$ cat config.mk
export PLATFORM = sky130hd
export DESIGN_NAME = mod_w_wnd_comp_flat
export DESIGN_NICKNAME = d
export VERILOG_FILES = /design/src/rtl/mod_w_wnd_comp_if.sv /design/src/rtl/mod_w_wnd_comp.sv /design/src/flat_wrapper.sv
export SDC_FILE = /design/constraint.sdc
export NUM_CORES = 2
export LEC_CHECK = 0
export CORE_ASPECT_RATIO = 0.5
export CORE_UTILIZATION = 35
export CTS_CLUSTER_SIZE = 14
export DETAILED_ROUTE_END_ITERATION = 7
export PLACE_DENSITY_LB_ADDON = 0.1
export SYNTH_ARGS = -nofsm -noshare
export SYNTH_HDL_FRONTEND = slang
export SYNTH_SLANG_ARGS = --single-unit
$ cat constraint.sdc
create_clock -name CLK -period 8.3 [get_ports CLK]
set_input_delay 1.66 -clock CLK [delete_from_list [all_inputs] [get_ports CLK]]
set_output_delay 1.66 -clock CLK [all_outputs]
set_load 0.005 [all_outputs]
$ cat src/rtl/mod_w_wnd_comp_if.sv
// Bus bundle for mod_w_wnd_comp.
//   CMD     sequencer command code (IDLE/LOAD_H/HASH/SUM_STORE_H/SUM_STORE_M)
//   MKA     message/K address (round index during HASH)
//   MD_IN   message word for MKA, KD K constant for MKA (both combinational)
//   HA      H storage address, HD_IN H word for HA (combinational)
//   HD_OUT  sum word toward H storage, MD_OUT same sum toward message storage
//   RDY     command complete level
// slave: the compression core; master: sequencer plus external storage.
interface mod_w_wnd_comp_if;
  logic [7:0]  CMD;
  logic [7:0]  MKA;
  logic [31:0] MD_IN;
  logic [31:0] MD_OUT;
  logic [31:0] KD;
  logic [7:0]  HA;
  logic [31:0] HD_IN;
  logic [31:0] HD_OUT;
  logic        RDY;

  modport slave  (input CMD, MD_IN, KD, HD_IN, output MKA, MD_OUT, HA, HD_OUT, RDY);
  modport master (output CMD, MD_IN, KD, HD_IN, input MKA, MD_OUT, HA, HD_OUT, RDY);
endinterface

$ cat src/rtl/mod_w_wnd_comp.sv
// SHA-256 compression core with a 16-word on-chip message-schedule window.
// Loads a..h from H storage, runs 64 rounds fetching M/K by round index, and
// presents H+a..h for write-back to either H or message storage.
// Ports:
//   CLK  clock, all state changes on posedge
//   RST  synchronous active-high reset
//   bus  mod_w_wnd_comp_if.slave (CMD, MKA, MD_IN, MD_OUT, KD, HA, HD_IN, HD_OUT, RDY)
// Optional macro MOD_W_WND_COMP_CHECK_EN adds simulation-only protocol/X checks.
module mod_w_wnd_comp (
  input logic             CLK,
  input logic             RST,
  mod_w_wnd_comp_if.slave bus
);
  localparam logic [7:0] CMD_IDLE        = 8'd0;
  localparam logic [7:0] CMD_LOAD_H      = 8'd1;
  localparam logic [7:0] CMD_HASH        = 8'd2;
  localparam logic [7:0] CMD_SUM_STORE_H = 8'd3;
  localparam logic [7:0] CMD_SUM_STORE_M = 8'd4;

  typedef enum logic [2:0] {IDLE, LOAD, HASH, SUM, DONE} state_t;

  state_t            state, state_n;
  logic [5:0]        cnt;
  logic [5:0]        cnt_inc;
  logic [7:0]        ha_q, mka_q;
  logic [31:0]       a, b, c, d, e, f, g, h;
  // wnd[15] = W[t-1] ... wnd[0] = W[t-16]
  logic [15:0][31:0] wnd;
  logic [31:0]       w_t, t1, t2, sel_reg;

  function automatic logic [31:0] rotr(input logic [31:0] x, input int unsigned n);
    return (x >> n) | (x << (32 - n));
  endfunction

  function automatic logic [31:0] bsig0(input logic [31:0] x);
    return rotr(x, 2) ^ rotr(x, 13) ^ rotr(x, 22);
  endfunction

  function automatic logic [31:0] bsig1(input logic [31:0] x);
    return rotr(x, 6) ^ rotr(x, 11) ^ rotr(x, 25);
  endfunction

  function automatic logic [31:0] ssig0(input logic [31:0] x);
    return rotr(x, 7) ^ rotr(x, 18) ^ (x >> 3);
  endfunction

  function automatic logic [31:0] ssig1(input logic [31:0] x);
    return rotr(x, 17) ^ rotr(x, 19) ^ (x >> 10);
  endfunction

  assign cnt_inc = cnt + 6'd1;

  // Rounds 0..15 take the message word directly; later ones expand from the window.
  assign w_t = (cnt < 6'd16) ? bus.MD_IN
                             : ssig1(wnd[14]) + wnd[9] + ssig0(wnd[1]) + wnd[0];
  assign t1  = h + bsig1(e) + ((e & f) ^ (~e & g)) + bus.KD + w_t;
  assign t2  = bsig0(a) + ((a & b) ^ (a & c) ^ (b & c));

  always_comb begin
    sel_reg = a;
    case (ha_q[2:0])
      3'd0: sel_reg = a;
      3'd1: sel_reg = b;
      3'd2: sel_reg = c;
      3'd3: sel_reg = d;
      3'd4: sel_reg = e;
      3'd5: sel_reg = f;
      3'd6: sel_reg = g;
      3'd7: sel_reg = h;
      default: sel_reg = a;
    endcase
  end

  // The sum is always driven; the external store only samples it during SUM.
  assign bus.HD_OUT = bus.HD_IN + sel_reg;
  assign bus.MD_OUT = bus.HD_IN + sel_reg;
  assign bus.HA     = ha_q;
  assign bus.MKA    = mka_q;
  assign bus.RDY    = (state == DONE);

  always_ff @(posedge CLK) begin
    if (RST) state <= IDLE;
    else     state <= state_n;
  end

  always_comb begin
    state_n = state;
    case (state)
      IDLE: begin
        case (bus.CMD)
          CMD_LOAD_H:                       state_n = LOAD;
          CMD_HASH:                         state_n = HASH;
          CMD_SUM_STORE_H, CMD_SUM_STORE_M: state_n = SUM;
          default:                          state_n = IDLE;
        endcase
      end
      LOAD:    if (cnt == 6'd7)  state_n = DONE;
      HASH:    if (cnt == 6'd63) state_n = DONE;
      SUM:     if (cnt == 6'd7)  state_n = DONE;
      DONE:    if (bus.CMD == CMD_IDLE) state_n = IDLE;
      default: state_n = IDLE;
    endcase
  end

  always_ff @(posedge CLK) begin
    if (RST) begin
      cnt   <= '0;
      ha_q  <= '0;
      mka_q <= '0;
      {a, b, c, d, e, f, g, h} <= '0;
      wnd   <= '0;
    end else begin
      case (state)
        IDLE: begin
          if (state_n != IDLE) begin
            cnt   <= '0;
            ha_q  <= '0;
            mka_q <= '0;
          end
        end
        LOAD: begin
          case (cnt[2:0])
            3'd0: a <= bus.HD_IN;
            3'd1: b <= bus.HD_IN;
            3'd2: c <= bus.HD_IN;
            3'd3: d <= bus.HD_IN;
            3'd4: e <= bus.HD_IN;
            3'd5: f <= bus.HD_IN;
            3'd6: g <= bus.HD_IN;
            3'd7: h <= bus.HD_IN;
            default: ;
          endcase
          if (cnt != 6'd7) begin
            cnt  <= cnt_inc;
            ha_q <= {2'b00, cnt_inc};
          end
        end
        HASH: begin
          h   <= g;
          g   <= f;
          f   <= e;
          e   <= d + t1;
          d   <= c;
          c   <= b;
          b   <= a;
          a   <= t1 + t2;
          wnd <= {w_t, wnd[15:1]};
          if (cnt != 6'd63) begin
            cnt   <= cnt_inc;
            mka_q <= {2'b00, cnt_inc};
          end
        end
        SUM: begin
          if (cnt != 6'd7) begin
            cnt  <= cnt_inc;
            ha_q <= {2'b00, cnt_inc};
          end
        end
        DONE: begin
          // Addresses hold through DONE; MKA drops back to 0 once idle.
          if (state_n == IDLE) mka_q <= '0;
        end
        default: ;
      endcase
    end
  end

`ifdef MOD_W_WND_COMP_CHECK_EN
  // The latched command only matters for detecting mid-command changes.
  logic [7:0] cmd_q;

  always_ff @(posedge CLK) begin
    if (RST) begin
      cmd_q <= CMD_IDLE;
    end else begin
      if ($isunknown(bus.CMD))
        $error("mod_w_wnd_comp: CMD is X/Z");
      if (state == IDLE) begin
        if (!$isunknown(bus.CMD) && bus.CMD > CMD_SUM_STORE_M)
          $error("mod_w_wnd_comp: unknown command %0h", bus.CMD);
        if (state_n != IDLE) cmd_q <= bus.CMD;
      end
      if ((state == LOAD || state == HASH || state == SUM) &&
          bus.CMD != CMD_IDLE && bus.CMD != cmd_q)
        $error("mod_w_wnd_comp: command changed while busy (%0h -> %0h)", cmd_q, bus.CMD);
      if ((state == LOAD || state == SUM) && $isunknown(bus.HD_IN))
        $error("mod_w_wnd_comp: HD_IN is X/Z");
      if (state == HASH && ($isunknown(bus.MD_IN) || $isunknown(bus.KD)))
        $error("mod_w_wnd_comp: MD_IN/KD is X/Z");
    end
  end
`else
  // Checks compiled out; datapath and FSM are unaffected.
`endif

endmodule

$ cat src/flat_wrapper.sv
// flat-port wrapper written by rule: the top's interface ports become plain ports
module mod_w_wnd_comp_flat 
  (CLK, RST, bus_CMD, bus_MD_IN, bus_KD, bus_HD_IN, bus_MKA, bus_MD_OUT, bus_HA, bus_HD_OUT, bus_RDY);
  mod_w_wnd_comp_if bus_i ();
  input logic CLK;
  input logic RST;
  input wire logic [$bits(bus_i.CMD)-1:0] bus_CMD;
  input wire logic [$bits(bus_i.MD_IN)-1:0] bus_MD_IN;
  input wire logic [$bits(bus_i.KD)-1:0] bus_KD;
  input wire logic [$bits(bus_i.HD_IN)-1:0] bus_HD_IN;
  output wire logic [$bits(bus_i.MKA)-1:0] bus_MKA;
  output wire logic [$bits(bus_i.MD_OUT)-1:0] bus_MD_OUT;
  output wire logic [$bits(bus_i.HA)-1:0] bus_HA;
  output wire logic [$bits(bus_i.HD_OUT)-1:0] bus_HD_OUT;
  output wire logic [$bits(bus_i.RDY)-1:0] bus_RDY;
  assign bus_i.CMD = bus_CMD;
  assign bus_i.MD_IN = bus_MD_IN;
  assign bus_i.KD = bus_KD;
  assign bus_i.HD_IN = bus_HD_IN;
  assign bus_MKA = bus_i.MKA;
  assign bus_MD_OUT = bus_i.MD_OUT;
  assign bus_HA = bus_i.HA;
  assign bus_HD_OUT = bus_i.HD_OUT;
  assign bus_RDY = bus_i.RDY;
  mod_w_wnd_comp u_core (.CLK(CLK), .RST(RST), .bus(bus_i));
endmodule
==> results.toml <==
[status]
status = "finished, violations left"
violations = "setup timing"

[timing]
hold_viol_final = 0
worst-slew-pin-transition_ps = 1270
skew_ps = 27.5
slew-limit-headroom = 0.153
timing.final.crit_period_ps = 9250
slew_violations = 0
min_period_over_period = 1.11
rsz0062_at_grt = "yes"
finalWorstSetupSlack_ps = -949
setup_tns_ps = -15290
max_freq_ghz = 0.108
setup_viol = 26

[die]
placementRows = 94
die_x_um = 518
core_area_um2 = 132000
die-height_um = 260
die_area_um2 = 135000
start_util = 0.354
io_pins = 187

[routing]
wire_per_inst_um = 21.6
avgViaCountPerCell = 5.25
vias = 41702
totalWireLength_mm = 171
drt-pass1-iter-count = 5
drc = 0
drt_iter0_markers = 3678
ant_nets = 0

[setup_path]
crit_path_frequent_cell = "fa_1"
worst_setup_path_end_kind = "register"
endpoint = "u_core.a[31]"
critPathMaxStageDelay_ps = 510
start_kind = "register"
path_class = "reg2reg"
cp.required_ps = 8850
critPathLaunch = "u_core.wnd[40]"
r2r-start = "u_core.wnd[40]"
crit_arrival_ps = 9800
cpMaxStageDelayCell = "fa_1"
cp.depth = 43
ff2ff_path_depth = 43
crit_buf_inv = 5
critPathMaxFanout = 4
reg2reg_to = "u_core.a[31]"
path_delay_family = "adder cells"
reg2reg_slack_ps = -950

[clock_network]
clock_sink_count = 789
clock_path_buffers = 3
cts-root-buf = "clkbuf_16"
cts_hold_buffers = 0
clock_latency_ps = 720
cts_tree = "built"
htree_levels = 3
clk_pin_slew_ps = 60
numCtsBuffers = 82

[final_layout]
fillCellCount = 13182
nNetsFinal = 6567
area_growth_pct = 21.8
multi_input_area_um2 = 28900
drive_above_1_share = 0.149
seqCellArea_um2 = 15800

[logic_synthesis]
ys_ff_latch = 789
synthTopCellsByCount = "nand2_1, a21oi_1, dfxtp_1"
yosysWarnings = 0
synth_top_area_cell = "dfxtp_1"
yosysUniqueCellTypes = 90
yosys-top-cells-area = "dfxtp_1, a21oi_1, nand2_1"
seq_area_frac_synth = 0.339
syn_inst = 5830
netlist_area_um2 = 46700
synth_top_flop_cell = "dfxtp_1"
synth.most_common_cell = "nand2_1"
synth_edf_count = 0
yosysTopAreaCellShare = 0.339
avgSynthCellArea_um2 = 8.00
async_flop_share = 0

[placement]
portBuffers = 182
post-dp-hpwl_mm = 125
pre_cts_ws_ps = -1190
gp_congestion = 0.921

[grt]
grt_usage = 0.250
grt_pass1_vias = 39218
grt_pass1_wl_mm = 255
antenna_found_initial = 2
grt_max_degree = 246
gr-total-overflow = 0

[power_and_ir_drop]
vdd_drop_max_mv = 0.145
finalPower_mw = 10.8
pwr_density_cell_nw_per_um2 = 190
p_leak_nw = 21.7

[worst_hold_path]
min_from = "u_core.wnd[172]"
hold_path_class = "reg2reg"

[job]
max_cap_violations = 0
-- registers in the layout, summed over array words and instances, names as in the netlist --
register        count
u_core.wnd        512
u_core.bus.HA       6
u_core.a           32
u_core.h           32
u_core.cnt          6
u_core.state        3
u_core.f           32
u_core.d           32
u_core.b           32
u_core.g           32
u_core.c           32
u_core.e           32
u_core.bus.MKA      6
-- how the worst min path moves through the flow --
stage / endpoint / slack, ps / cells past startpoint
2_1_floorplan: u_core.wnd[470] / 430 / 2
3_3_place_gp: u_core.wnd[159] / 440 / 2
3_5_place_dp: u_core.wnd[316] / 440 / 2
4_1_cts: u_core.wnd[140] / 430 / 2
5_1_grt: u_core.wnd[319] / 460 / 2
6_report: u_core.wnd[140] / 440 / 2
-- through the flow --
stage	utilization	std cells	hold slack, ps	area (µm²)
final	0.431	7950	442	56800
after detailed placement	0.400	7772	442	52700
after CTS	0.427	7942	435	56300
after global placement	0.400	7772	436	52700
after global routing	0.431	7948	460	56800
after floorplan	-	5833	427	46900
-- logic make-up (layout without fill, tap and decap cells) --
| family | count (synthesis) | count (layout) | share of synthesized area |
|---|---|---|---|
| fa+ha+maj | 366 | 366 | 0.127 |
| flops | 789 | 789 | 0.339 |
| simple gates | 1743 | 1743 | 0.154 |
| xor+xnor | 385 | 385 | 0.0723 |
| other cells | 1 | 6 | 0.0000804 |
| compound gates | 1612 | 1612 | 0.209 |
| buf+inv | 820 | 1159 | 0.0691 |
| mux | 114 | 114 | 0.0303 |
-- repair_timing --
action                                  4_1_cts  5_1_grt
pin swaps                                    90       87
buffers inserted                             26       19
endpoints found under the setup margin       33       44
resized for setup                           115      114
-- layout make-up --
class,count,share of cell area
Tap cell,1776,0.0391
Clock inverter,31,0.00790
Inverter,312,0.0208
Timing Repair Buffer,703,0.103
Sequential cell,789,0.278
Clock buffer,113,0.0412
Antenna cell,2,0.0000881
Multi-Input combinational cell,4224,0.509
-- placed cells by master (no fill, tap or decap), drive strengths merged, types with 104 or more instances in the layout --
| cell | count |
|---|---|
| o21ai | 142 |
| nand2 | 1090 |
| buf | 522 |
| fa | 188 |
| a21oi | 909 |
| xor2 | 104 |
| ha | 161 |
| dfxtp | 789 |
| inv | 313 |
| xnor2 | 281 |
| nor2 | 402 |
| clkdlybuf4s50 | 181 |
| clkbuf | 113 |
| a211oi | 251 |
-- report_power, final --
| group | internal (mW) | switching (mW) |
|---|---|---|
| Combinational | 1.45 | 1.60 |
| Sequential | 3.80 | 0.0341 |
| Clock | 2.18 | 1.74 |
-- tightest hold or removal path: stages (launching register included) --
cell	delay, ps
dfxtp_1	310
nand2_1	50
a21oi_1	50
-- routing by layer --
metal / wire length, µm / GRT usage / part of all wire / up-vias
met5: 0 / 0 / 0 / -
met4: 3970 / 0.0599 / 0.023 / 0
met3: 9800 / 0.0367 / 0.057 / 197
met2: 73300 / 0.379 / 0.43 / 1192
met1: 84300 / 0.368 / 0.49 / 20240
li1: - / - / - / 20073
(Power assumes the default switching activity.)
